[src/rtl/alu_ctrl_pkg.sv]
// Shared constants for the ALU command sequencer: command codes, ALU op
// encodings and FSM state encodings.
package alu_ctrl_pkg;

  localparam logic [2:0] CMD_ADD    = 3'd0;
  localparam logic [2:0] CMD_SUB    = 3'd1;
  localparam logic [2:0] CMD_MUL    = 3'd2;
  localparam logic [2:0] CMD_MAC    = 3'd3;
  localparam logic [2:0] CMD_CLRACC = 3'd4;
  localparam logic [2:0] CMD_LDACC  = 3'd5;

  localparam logic [1:0] ALU_ADD = 2'b00;
  localparam logic [1:0] ALU_SUB = 2'b01;
  localparam logic [1:0] ALU_MUL = 2'b10;

  typedef logic [2:0] state_t;

  localparam state_t ST_IDLE  = 3'd0;
  localparam state_t ST_EXEC1 = 3'd1;
  localparam state_t ST_CAPT1 = 3'd2;
  localparam state_t ST_EXEC2 = 3'd3;
  localparam state_t ST_CAPT2 = 3'd4;
  localparam state_t ST_DONE  = 3'd5;

endpackage

[src/rtl/alu_ctrl.sv]
// Command sequencer in front of a registered 16-bit ALU: runs single-pass
// ADD/SUB/MUL, a two-pass multiply-accumulate, and accumulator load/clear.
module alu_ctrl
  import alu_ctrl_pkg::*;
#(
  parameter int W = 16
) (
  input  logic         CLK,
  input  logic         RST,
  input  logic         req_valid,
  output logic         req_ready,
  input  logic [2:0]   req_cmd,
  input  logic [W-1:0] req_a,
  input  logic [W-1:0] req_b,
  output logic         rsp_valid,
  input  logic         rsp_ready,
  output logic [W-1:0] rsp_res,
  output logic         rsp_ovf,
  output logic [W-1:0] acc,
  output logic [W-1:0] alu_a,
  output logic [W-1:0] alu_b,
  output logic [1:0]   alu_op,
  input  logic [W-1:0] alu_res,
  input  logic         alu_ovf
);

  state_t       state;
  logic [2:0]   cmd_r;
  logic [W-1:0] a_r;
  logic [W-1:0] b_r;
  logic [W-1:0] prod;
  logic         ovf1;

  assign req_ready = (state == ST_IDLE);
  assign rsp_valid = (state == ST_DONE);

  // The ALU is only driven while a pass is executing; MAC's first pass is a multiply.
  always_comb begin
    alu_a  = '0;
    alu_b  = '0;
    alu_op = ALU_ADD;
    if (state == ST_EXEC1) begin
      alu_a = a_r;
      alu_b = b_r;
      case (cmd_r)
        CMD_SUB: alu_op = ALU_SUB;
        CMD_MUL: alu_op = ALU_MUL;
        CMD_MAC: alu_op = ALU_MUL;
        default: alu_op = ALU_ADD;
      endcase
    end else if (state == ST_EXEC2) begin
      alu_a  = acc;
      alu_b  = prod;
      alu_op = ALU_ADD;
    end
  end

  always_ff @(posedge CLK) begin
    if (RST) begin
      state   <= ST_IDLE;
      cmd_r   <= '0;
      a_r     <= '0;
      b_r     <= '0;
      prod    <= '0;
      ovf1    <= 1'b0;
      acc     <= '0;
      rsp_res <= '0;
      rsp_ovf <= 1'b0;
    end else begin
      case (state)
        ST_IDLE: begin
          if (req_valid) begin
            cmd_r <= req_cmd;
            a_r   <= req_a;
            b_r   <= req_b;
            case (req_cmd)
              CMD_ADD, CMD_SUB, CMD_MUL, CMD_MAC: state <= ST_EXEC1;
              CMD_CLRACC: begin
                acc     <= '0;
                rsp_res <= '0;
                rsp_ovf <= 1'b0;
                state   <= ST_DONE;
              end
              CMD_LDACC: begin
                acc     <= req_a;
                rsp_res <= req_a;
                rsp_ovf <= 1'b0;
                state   <= ST_DONE;
              end
              default: begin
                rsp_res <= '0;
                rsp_ovf <= 1'b0;
                state   <= ST_DONE;
              end
            endcase
          end
        end
        ST_EXEC1: state <= ST_CAPT1;
        // The ALU result registered at the end of EXEC1 is visible here.
        ST_CAPT1: begin
          if (cmd_r == CMD_MAC) begin
            prod  <= alu_res;
            ovf1  <= alu_ovf;
            state <= ST_EXEC2;
          end else begin
            rsp_res <= alu_res;
            rsp_ovf <= alu_ovf;
            state   <= ST_DONE;
          end
        end
        ST_EXEC2: state <= ST_CAPT2;
        ST_CAPT2: begin
          acc     <= alu_res;
          rsp_res <= alu_res;
          rsp_ovf <= ovf1 | alu_ovf;
          state   <= ST_DONE;
        end
        ST_DONE: begin
          if (rsp_ready) state <= ST_IDLE;
        end
        default: state <= ST_IDLE;
      endcase
    end
  end

endmodule

[config.mk]
export PLATFORM = sky130hd
export DESIGN_NAME = alu_ctrl
export DESIGN_NICKNAME = d
export VERILOG_FILES = /design/src/rtl/alu_ctrl_pkg.sv /design/src/rtl/alu_ctrl.sv
export SDC_FILE = /design/constraint.sdc
export NUM_CORES = 1
export LEC_CHECK = 0
export ABC_AREA = 1
export CAP_MARGIN = 20
export CORE_MARGIN = 8
export CORE_UTILIZATION = 35
export DETAILED_ROUTE_END_ITERATION = 8
export GPL_TIMING_DRIVEN = 0
export HOLD_SLACK_MARGIN = 0.15
export SLEW_MARGIN = 20
export SYNTH_ARGS = -nofsm -noshare
export SYNTH_HDL_FRONTEND = slang
export SYNTH_SLANG_ARGS = --single-unit
export TNS_END_PERCENT = 100
[constraint.sdc]
create_clock -name CLK -period 2.06 [get_ports CLK]
set_input_delay 0.412 -clock CLK [delete_from_list [all_inputs] [get_ports CLK]]
set_output_delay 0.412 -clock CLK [all_outputs]
set_load 0.02 [all_outputs]
After elaboration in Yosys (flattened, before gate mapping)
Cells that the tools add are included.

storage, ports and cells
  register bits = 88
  output and inout port bits = 69
  word-level logic and storage cells = 61

operators by class
  eq/ne operators = 18
  muxes and demuxes = 22
  bitwise logic cells = 1
  reduce and logical (&&, ||, !) cells = 11

operator list
  kind                                                  count
  2-to-1 mux 16 bit                                     7
  one-hot mux 16 bit (2 select lines)                   3
  one-hot mux 16 bit (3 select lines)                   1
  equality test 3 x 2 -> 1 bit (second input constant)  6
  one-hot mux 3 bit (6 select lines)                    1
  equality test 3 bit (second input constant)           4
  2-to-1 mux 3 bit                                      4
  equality test 3 x 1 -> 1 bit (second input constant)  3
  logical NOT 3 bit                                     2
  != test 2 bit (second input constant)                 3
  AND reduction 2 bit                                   3
  one-hot mux 2 bit (2 select lines)                    1
  AND reduction 4 bit                                   1
  OR reduction 4 bit                                    1
  2-to-1 mux 1 bit                                      3
  != test 3 x 1 -> 1 bit (second input constant)        1
  one-hot mux 1 bit (3 select lines)                    1
  AND reduction 3 bit                                   1
  nonzero test 3 bit                                    1
  2-to-1 mux 2 bit                                      1
  != test 2 x 1 -> 1 bit (second input constant)        1
  nonzero test 2 bit                                    1
  OR reduction 2 bit                                    1
  OR 1 bit                                              1

Logic depth before layout (Yosys ltp)
Gate-level depths: netlist (run 1).

  depth after elaboration = 5
  depth in mapped cells = 10
  depth with buffers taken out = 9

Worst setup path before layout (run 1)
OpenSTA, ideal clock, no wires.

  kind = flip-flop to output port
  start point = register state[2]
  end point = output port alu_op[0]
  data arrival time = 1543 ps
  path slack = 105 ps
  stages on the path, launching flop included = 6
  buffers on the path = 2
  path through = dfxtp_1 -> buf_2 -> inv_2 -> buf_2 -> nand3_1 -> nor4_1

on the way
  cells in the longest elaborated chain, start to end = 2

RTL lines
  element                       line            RTL
  from (decl)                   alu_ctrl.sv:27  state_t state;
  from (signal assigned)        alu_ctrl.sv:60  state <= ST_IDLE;
  from (signal assigned)        alu_ctrl.sv:77  CMD_ADD, CMD_SUB, CMD_MUL, CMD_MAC: state <= ST_EXEC1;
  from (signal assigned)        alu_ctrl.sv:82  state <= ST_DONE;
  equality test 3 x 1 -> 1 bit  alu_ctrl.sv:42  if (state == ST_EXEC1) begin
  2-to-1 mux 2 bit              alu_ctrl.sv:42
  to (decl)                     alu_ctrl.sv:22  output logic [1:0] alu_op,

Every way passes these cells.

Final worst setup path (run 1)
  start point = register state[2]
  end point = output port alu_a[2]

on the way
  cells in the longest elaborated chain, start to end = 3
  elaborated cells on any way between the ends = 4
  those cells by class = eq/ne (2); mux (2)

RTL lines
  element                       line            RTL
  equality test 3 x 2 -> 1 bit  alu_ctrl.sv:51  end else if (state == ST_EXEC2) begin
  2-to-1 mux 16 bit             alu_ctrl.sv:51
  2-to-1 mux 16 bit (*)         alu_ctrl.sv:42
  to (decl)                     alu_ctrl.sv:20  output logic [W-1:0] alu_a,

Every way passes the cells marked *; elsewhere a longest branch is shown, timed or not.

==> impl_metrics.yaml, run 1 <==
yosys:
  ys_ff_latch: 88
  seq_area_frac_synth_pct: 43.97
  synth.avg_cell_area_sq_um: 6.884
  syn-num-nets: 638
  synthCells: 582
  synth_area_sq_um: 4006
  yosysWarningCount: 0
  synth_cell_type_count: 24
floorplan:
  fp.dieW_um: 123.0
  initial_core_util_pct: 35.54
  die_h_um: 123.0
  num_io_pins: 125
  fp.dieArea_sq_um: 15130
  core_area_sq_um: 11270
  num_rows: 39
clock_network:
  cts_inserted_buffers: 9
  clk_pin_slew_ns: 0.06
  clockBufferDepth: 2
  cts_tree: "done"
  htreeDepth: 3
  cts_sinks: 88
  clock_latency_ns: 0.34
  root_buffer: "clkbuf_16"
grt:
  track_usage_pct: 19.85
  overflow: 0
  grt_pass1_vias: 4345
  grt_max_degree: 16
  antenna_found_initial: 0
  grt_pass1_wl_um: 23020
final_layout:
  antennaDiodeCount: 0
  layout-drive-gt1-share_pct: 16.44
  final_cell_mix: "nand2_1 (93), inv_1 (91), o21ai_0 (91), clkdlybuf4s50_1 (88), dfxtp_1 (85)"
  fin_nets: 781
  final_util_pct: 54.32
  final_common_cell: "nand2_1"
  syn_to_final_growth_pct: 52.84
  stdcell_count: 873
timing:
  slew_headroom_pct: 64.66
  fin_crit_sh_pct: 99.58
  slew_violations: 0
  worst_pin_slew_ns: 0.5301
  setup_viol: 0
  fmax_mhz: 487.5
  hold_violations: 0
  finalSetupTns_ns: 0
  setup_slack_ns: 0.008564
  skew_ns: 0.01098
  fin_crit_ns: 2.051
  rsz0062_at_grt: "true"
  whs_ns: 0.4561
place:
  dp.cells: 849
  place.gp.congestion: 0.8787
  port_buffers: 124
  dp_hpwl_um: 11240
  dp_slack_ns: -0.7190
min_path:
  hp-class: "flop to flop"
worst_setup_path:
  cp.required_ns: 1.65
  rrSetupSlack_ns: 0.26
  crit_path_end_kind: "output port"
  r2r_start: "state[1]"
  cp_max_fo: 5
  r2r_end: "a_r[4]"
  crit_end: "alu_a[2]"
  r2r_cells: 7
  cp.arrival_ns: 1.64
  crit_start: "state[2]"
  worstSetupPathType: "flop to output port"
  startpoint_type: "flop"
power:
  power_leakage_uw: 0.002493
  power_density_nw_per_um2: 950.7
  ir_drop_uv: 385.0
job:
  maxCapViolations: 0
route:
  drtIter0Drc: 276
  num_vias: 4418
  drc_errors: 0
  drtPass1Iterations: 5
  drt_wl_total_um: 15380
  postRouteAntennaNets: 0
  viasPerCell: 5.061
  wl_per_cell_um: 17.62
status:
  outcome: "finished clean"
kinds of logic (layout without fill, tap and decap cells):
logic type      count (synthesis)  after routing  share of synthesized area, %
flops                          88             88                         43.97
simple gates                  157            159                         16.15
buf+inv                       133            279                         13.18
compound gates                204            204                         26.70
cells in the mapped netlist, drive strengths merged:
library cell  count  area share [%]
buf              20             2.6
o22ai            34             5.3
inv              95             8.9
nor2             44             4.3
nand3b            1            0.19
nor4              1            0.16
nand3            11             1.6
o21ai            97              12
clkbuf           18             1.7
nor3              2            0.25
nand4             3            0.47
a21oi            72             9.1
dfxtp            88              44
o211ai            1            0.19
nand2            95             9.2
per-stage QoR:
step | power [uW] | area [sq um]
5_1_grt | 6110 | 6123
3_3_place_gp | 3923 | 5426
3_5_place_dp | 3943 | 5426
6_report | 5822 | 6123
2_1_floorplan | 3152 | 4006
4_1_cts | 5666 | 5846
per-layer routing:
layer | share of wire [%] | vias to the layer above | track usage, %
li1 | - | 2182 | -
met1 | 42 | 2006 | 24.27
met2 | 47 | 197 | 32.89
met3 | 8.0 | 33 | 4.795
met4 | 3.0 | 0 | 8.202
met5 | 0 | - | 0
cell type report:
| class | instances | area (sq um) |
|---|---|---|
| buffer | 36 | 267.8 |
| clock buffer | 10 | 239.0 |
| clock inverter | 6 | 68.82 |
| fill | 1098 | 5149 |
| inverter | 95 | 361.6 |
| multi-input combinational | 363 | 1946 |
| sequential | 88 | 1770 |
| tap | 143 | 178.9 |
| timing repair buffer | 132 | 1291 |
flip-flops by register name (all words and copies together), names as in the netlist:
signal / cells
cmd_r: 3
acc: 16
ovf1: 1
state: 3
prod: 16
a_r: 16
rsp_res: 16
rsp_ovf: 1
b_r: 16
critical path, stage by stage (launching register included):
cell and delay, ns:
dfxtp_4 0.37, inv_6 0.07, buf_8 0.13, nand3_4 0.17, clkbuf_16 0.23, o22ai_2 0.17, buf_6 0.14
where the power goes:
group / total (uW) / switching, uW / internal (uW)
clock network: 1690 / 713 / 977
registers: 2110 / 157 / 1950
logic: 2020 / 1190 / 831
total: 5820 / 2060 / 3760
timing repair:
action,in CTS,in global routing
hold buffers,0,0
setup buffers,1,3
resized for setup,180,63
endpoints found under the setup margin,36,45
cloned,4,2
worst min path at each step:
stage,start,to,cells past startpoint
after floorplan,ovf1,ovf1,2
after global placement,ovf1,ovf1,2
after detailed placement,ovf1,ovf1,2
after CTS,a_r[0],a_r[0],2
after global routing,prod[11],prod[11],2
final,b_r[0],b_r[0],2
Power figures use the tool's default switching activity.
==> run 2: changes to the inputs <==
DONT_BUFFER_PORTS = 1   (was not set)
clock period = 1.7 ns   (was 2.06 ns; I/O delays follow)
==> impl_metrics.yaml, run 2 (same netlist as run 1, synthesis figures left out) <==
timing:
  fin_crit_sh_pct: 110.5
  slew_headroom_pct: 59.21
  skew_ns: 0.01024
  hold_violations: 0
  worst_pin_slew_ns: 0.6119
  setup_slack_ns: -0.1793
  fmax_mhz: 532.1
  rsz0062_at_grt: "true"
  slew_violations: 0
  setup_viol: 34
  fin_crit_ns: 1.879
  finalSetupTns_ns: -4.862
clock_network:
  cts_inserted_buffers: 9
  clockBufferDepth: 2
  clk_pin_slew_ns: 0.07
  clock_latency_ns: 0.35
  cts_sinks: 88
  cts_tree: "done"
  htreeDepth: 3
  root_buffer: "clkbuf_16"
final_layout:
  final_util_pct: 47.15
  nFillCells: 1123
  multiInputGateArea_sq_um: 2258
  fin_nets: 663
  antennaDiodeCount: 0
  final_cell_mix: "inv_1 (91), nand2_1 (91), o21ai_0 (89), dfxtp_1 (85), a21oi_1 (71)"
  layout-drive-gt1-share_pct: 17.65
  syn_to_final_growth_pct: 32.67
  ff_latch_area_sq_um: 1773
power:
  switching_share_pct: 37.81
  power_frac_comb_pct: 28.6
  power_leakage_uw: 0.002007
  power_density_nw_per_um2: 1278
  internal_power_uw: 4226
  pwr-share-clk_pct: 30.4
  power.switching_uw: 2569
  ir_drop_uv: 616.8
  pwr-share-seq_pct: 41.0
route:
  drtIter0Drc: 292
  drc_errors: 0
  drt_wl_total_um: 15310
  postRouteAntennaNets: 0
  viasPerCell: 5.282
  num_vias: 3988
  drtPass1Iterations: 4
  wl_per_cell_um: 20.28
grt:
  grt_pass1_vias: 3900
  antenna_found_initial: 0
  grt_pass1_wl_um: 22350
  track_usage_pct: 19.90
  overflow: 0
  grt_max_degree: 16
min_path:
  hp-class: "input port to flop"
  hp-start: "alu_res[6]"
worst_setup_path:
  cp_max_fo: 5
  worstSetupPathType: "flop to output port"
  r2r_start: "state[0]"
  crit_start: "state[2]"
  cp.required_ns: 1.36
  startpoint_type: "flop"
  crit_path_end_kind: "output port"
  cp.arrival_ns: 1.54
place:
  place.gp.congestion: 0.8909
  dp_hpwl_um: 11180
  port_buffers: 0
floorplan:
  num_rows: 39
  die_h_um: 123.0
  core_area_sq_um: 11270
  fp.dieArea_sq_um: 15130
  fp.dieW_um: 123.0
  initial_core_util_pct: 35.54
  num_io_pins: 125
status:
  violations: "negative setup slack"
  outcome: "finished, violations left"
job:
  maxCapViolations: 0
[run 2: worst paths after layout]
| check | endpoint | slack [ns] | cells past startpoint |
|---|---|---|---|
| setup / recovery | alu_a[8] | -0.18 | 5 |
| hold / removal | acc[6] | 0.16 | 2 |
| setup reg to reg | a_r[3] | 0.04 | 7 |
| hold reg to reg | ovf1 | 0.48 | 2 |
[run 2: layout make-up]
class                      count  share of cell area (%)
clock buffer                  10                   4.496
clock inverter                 6                   1.295
inverter                      95                   6.803
multi-input combinational    362                   42.49
timing repair buffer          14                   2.472
buffer                        37                   5.720
tap                          143                   3.366
sequential                    88                   33.36
[run 2: power by group through the flow]
stage | clock [uW] | combinational [uW] | sequential, uW
after floorplan | 0 | 1100 | 2720
after global placement | 0 | 1400 | 2810
after detailed placement | 0 | 1430 | 2810
after CTS | 2090 | 1820 | 2790
after global routing | 2170 | 2140 | 2820
final | 2060 | 1940 | 2790
[run 2: layer usage]
metal	GRT usage, %	vias to the layer above	part of all wire [%]
met4	7.825	0	1.5
met3	8.128	16	11
li1	-	1946	-
met5	0	-	0
met1	22.73	1891	40
met2	32.65	135	48
[run 2: stage by stage]
step                std cells  total power (uW)  setup WS [ns]  instance area (sq um)  hold slack, ns
global placement          725              4214        -0.6422                   4192          0.4109
detailed placement        725              4241        -0.6405                   4192          0.4145
CTS                       750              6706        -0.1817                   5192          0.1569
finish                    755              6795        -0.1793                   5315          0.1590
floorplan                 582              3823       -0.09900                   4013          0.4091
global route              755              7128        -0.2056                   5315          0.1603
[run 2: timing repair]
| item | 4_1_cts | 5_1_grt |
|---|---|---|
| resized for setup | 102 | 28 |
| cloned | 4 | 0 |
| buffers inserted | 3 | 5 |
| setup endpoints to repair | 68 | 89 |
| hold endpoints to repair | 4 | 0 |
| hold buffers | 3 | 0 |
| pin swaps | 1 | 4 |
[run 2: worst max-delay path: stages (launching register included)]
cell and delay [ns]:
dfxtp_4 0.36, inv_4 0.06, buf_8 0.12, nand3_4 0.16
clkbuf_16 0.23, o22ai_4 0.25
==> run 3: changes to the inputs <==
CORE_UTILIZATION = 56   (was 35)
PLACE_DENSITY_LB_ADDON = 0.15   (was not set)
==> impl_metrics.yaml, run 3 (same netlist as run 1, synthesis figures left out) <==
status:
  outcome: "finished, violations left"
  violations: "negative setup slack"
final_layout:
  syn_to_final_growth_pct: 28.67
  final_util_pct: 72.62
  fin_area_sq_um: 5155
  nFillCells: 571
  antennaDiodeCount: 0
  ff_latch_area_sq_um: 1773
  fin_nets: 665
  final_cell_mix: "inv_1 (91), nand2_1 (91), o21ai_0 (87), dfxtp_1 (85), a21oi_1 (71)"
  stdcell_count: 713
  layout-drive-gt1-share_pct: 17.75
  multiInputGateArea_sq_um: 2253
route:
  postRouteAntennaNets: 0
  wl_met2_um: 7101
  viasPerCell: 5.996
  wl_per_cell_um: 20.79
  drtIter0Drc: 342
  dr.max_layer_used: "met4"
  drc_errors: 0
  wl_met3_um: 1614
  num_vias: 4275
  drt_wl_total_um: 14820
  routedLengthMet1_um: 5611
  drtPass1Iterations: 7
worst_setup_path:
  r2r_cells: 6
  cp.arrival_ns: 1.56
  cpPeakStageDelay_ns: 0.37
  crit_chain: "inv_4 -> buf_8 -> nand3_4 -> clkbuf_16 -> o22ai_4"
  crit_path_end_kind: "output port"
  cp_max_fo: 5
  startpoint_type: "flop"
  cp.required_ns: 1.36
  worst_path_max_delay_cell: "dfxtp_4"
  worstSetupPathType: "flop to output port"
place:
  dp_hpwl_um: 10160
  place.gp.congestion: 0.9555
  dp_slack_ns: -0.6325
  port_buffers: 0
  dp.cells: 681
  place_area_sq_um: 4136
timing:
  fin_crit_ns: 1.899
  rsz0062_at_grt: "true"
  worst_pin_slew_ns: 0.5804
  fmax_mhz: 526.6
  hold_violations: 0
  slew_violations: 0
  slew_headroom_pct: 61.31
  fin_crit_sh_pct: 111.7
  setup_viol: 36
  setup_slack_ns: -0.1988
  skew_ns: 0.008193
  finalSetupTns_ns: -5.348
floorplan:
  core_area_sq_um: 7098
  fp.dieW_um: 100.6
  fp.dieArea_sq_um: 10120
  num_io_pins: 125
  num_rows: 31
  die_h_um: 100.6
  initial_core_util_pct: 56.44
min_path:
  whs_path_depth: 2
  hp-class: "input port to flop"
clock_network:
  root_buffer: "clkbuf_8"
  clk_pin_slew_ns: 0.09
  htreeDepth: 3
  clock_latency_ns: 0.36
  cts_sinks: 88
  cts_inserted_buffers: 9
  clockBufferDepth: 2
  cts_tree: "done"
power:
  power_leakage_uw: 0.001967
  power_density_nw_per_um2: 1222
  ir_drop_uv: 636.6
grt:
  grt_max_degree: 16
  antenna_found_initial: 0
  track_usage_pct: 29.05
  grt_pass1_wl_um: 22680
  overflow: 0
  grt_pass1_vias: 4282
job:
  maxCapViolations: 0
-- run 3: changes by cell type in the layout (fill, tap and decap cells not counted), moves of 2 or more --
cell | before | now
clkbuf_16 | 12 | 3
clkbuf_8 | 4 | 11
buf_6 | 0 | 4
clkbuf_2 | 2 | 4
o21ai_0 | 89 | 87
o21ai_1 | 8 | 10
-- run 3: timing repair --
item,4_1_cts,5_1_grt
gates cloned,1,3
endpoints found under the hold margin,4,0
gates resized for setup,95,38
setup buffers,5,5
hold buffers,3,0
pin swaps,3,6
endpoints found under the setup margin,60,88
-- run 3: final cells by class --
class	count	area share, %
plain buffers	37	5.728
clock buffers	11	2.743
clock inverters	5	1.238
inverters	95	6.966
multi-input cells	362	43.71
flip-flops and latches	88	34.39
well taps	99	2.403
repair buffers	16	2.816
-- run 3: through the flow --
stage	total power [uW]	hold slack (ns)
after CTS	6093	0.1514
after global placement	4188	0.4120
after global routing	6617	0.1566
final	6298	0.1571
after detailed placement	4226	0.4115
after floorplan	3823	0.4091
-- run 3: where the power goes --
part	total [uW]	switching (uW)	internal [uW]	leakage (uW)
logic	1990	1310	684	0.00114
registers	2780	414	2370	0.000724
clock network	1520	793	731	0.000100
total	6300	2520	3780	0.00197
-- run 3: worst paths after layout --
path	from	endpoint	slack, ns
min	req_b[1]	b_r[1]	0.16
max	state[2]	alu_a[2]	-0.20
min reg2reg	a_r[15]	a_r[15]	0.47
max reg2reg	state[0]	cmd_r[2]	-0.05
-- run 3: routing by layer --
layer,GRT usage (%),vias to the layer above
li1,-,1957
met3,9.945,51
met5,0,-
met2,47.99,227
met1,32.91,2040
met4,13.37,0
-- run 3: worst max-delay path, delay by kind of cell (launching register included) --
family                 cells  cell delay, ns
AOI/OAI and AO/OA          1            0.25
buffers and inverters      3            0.42
DFF                        1            0.37
and+or+nand+nor            1            0.16
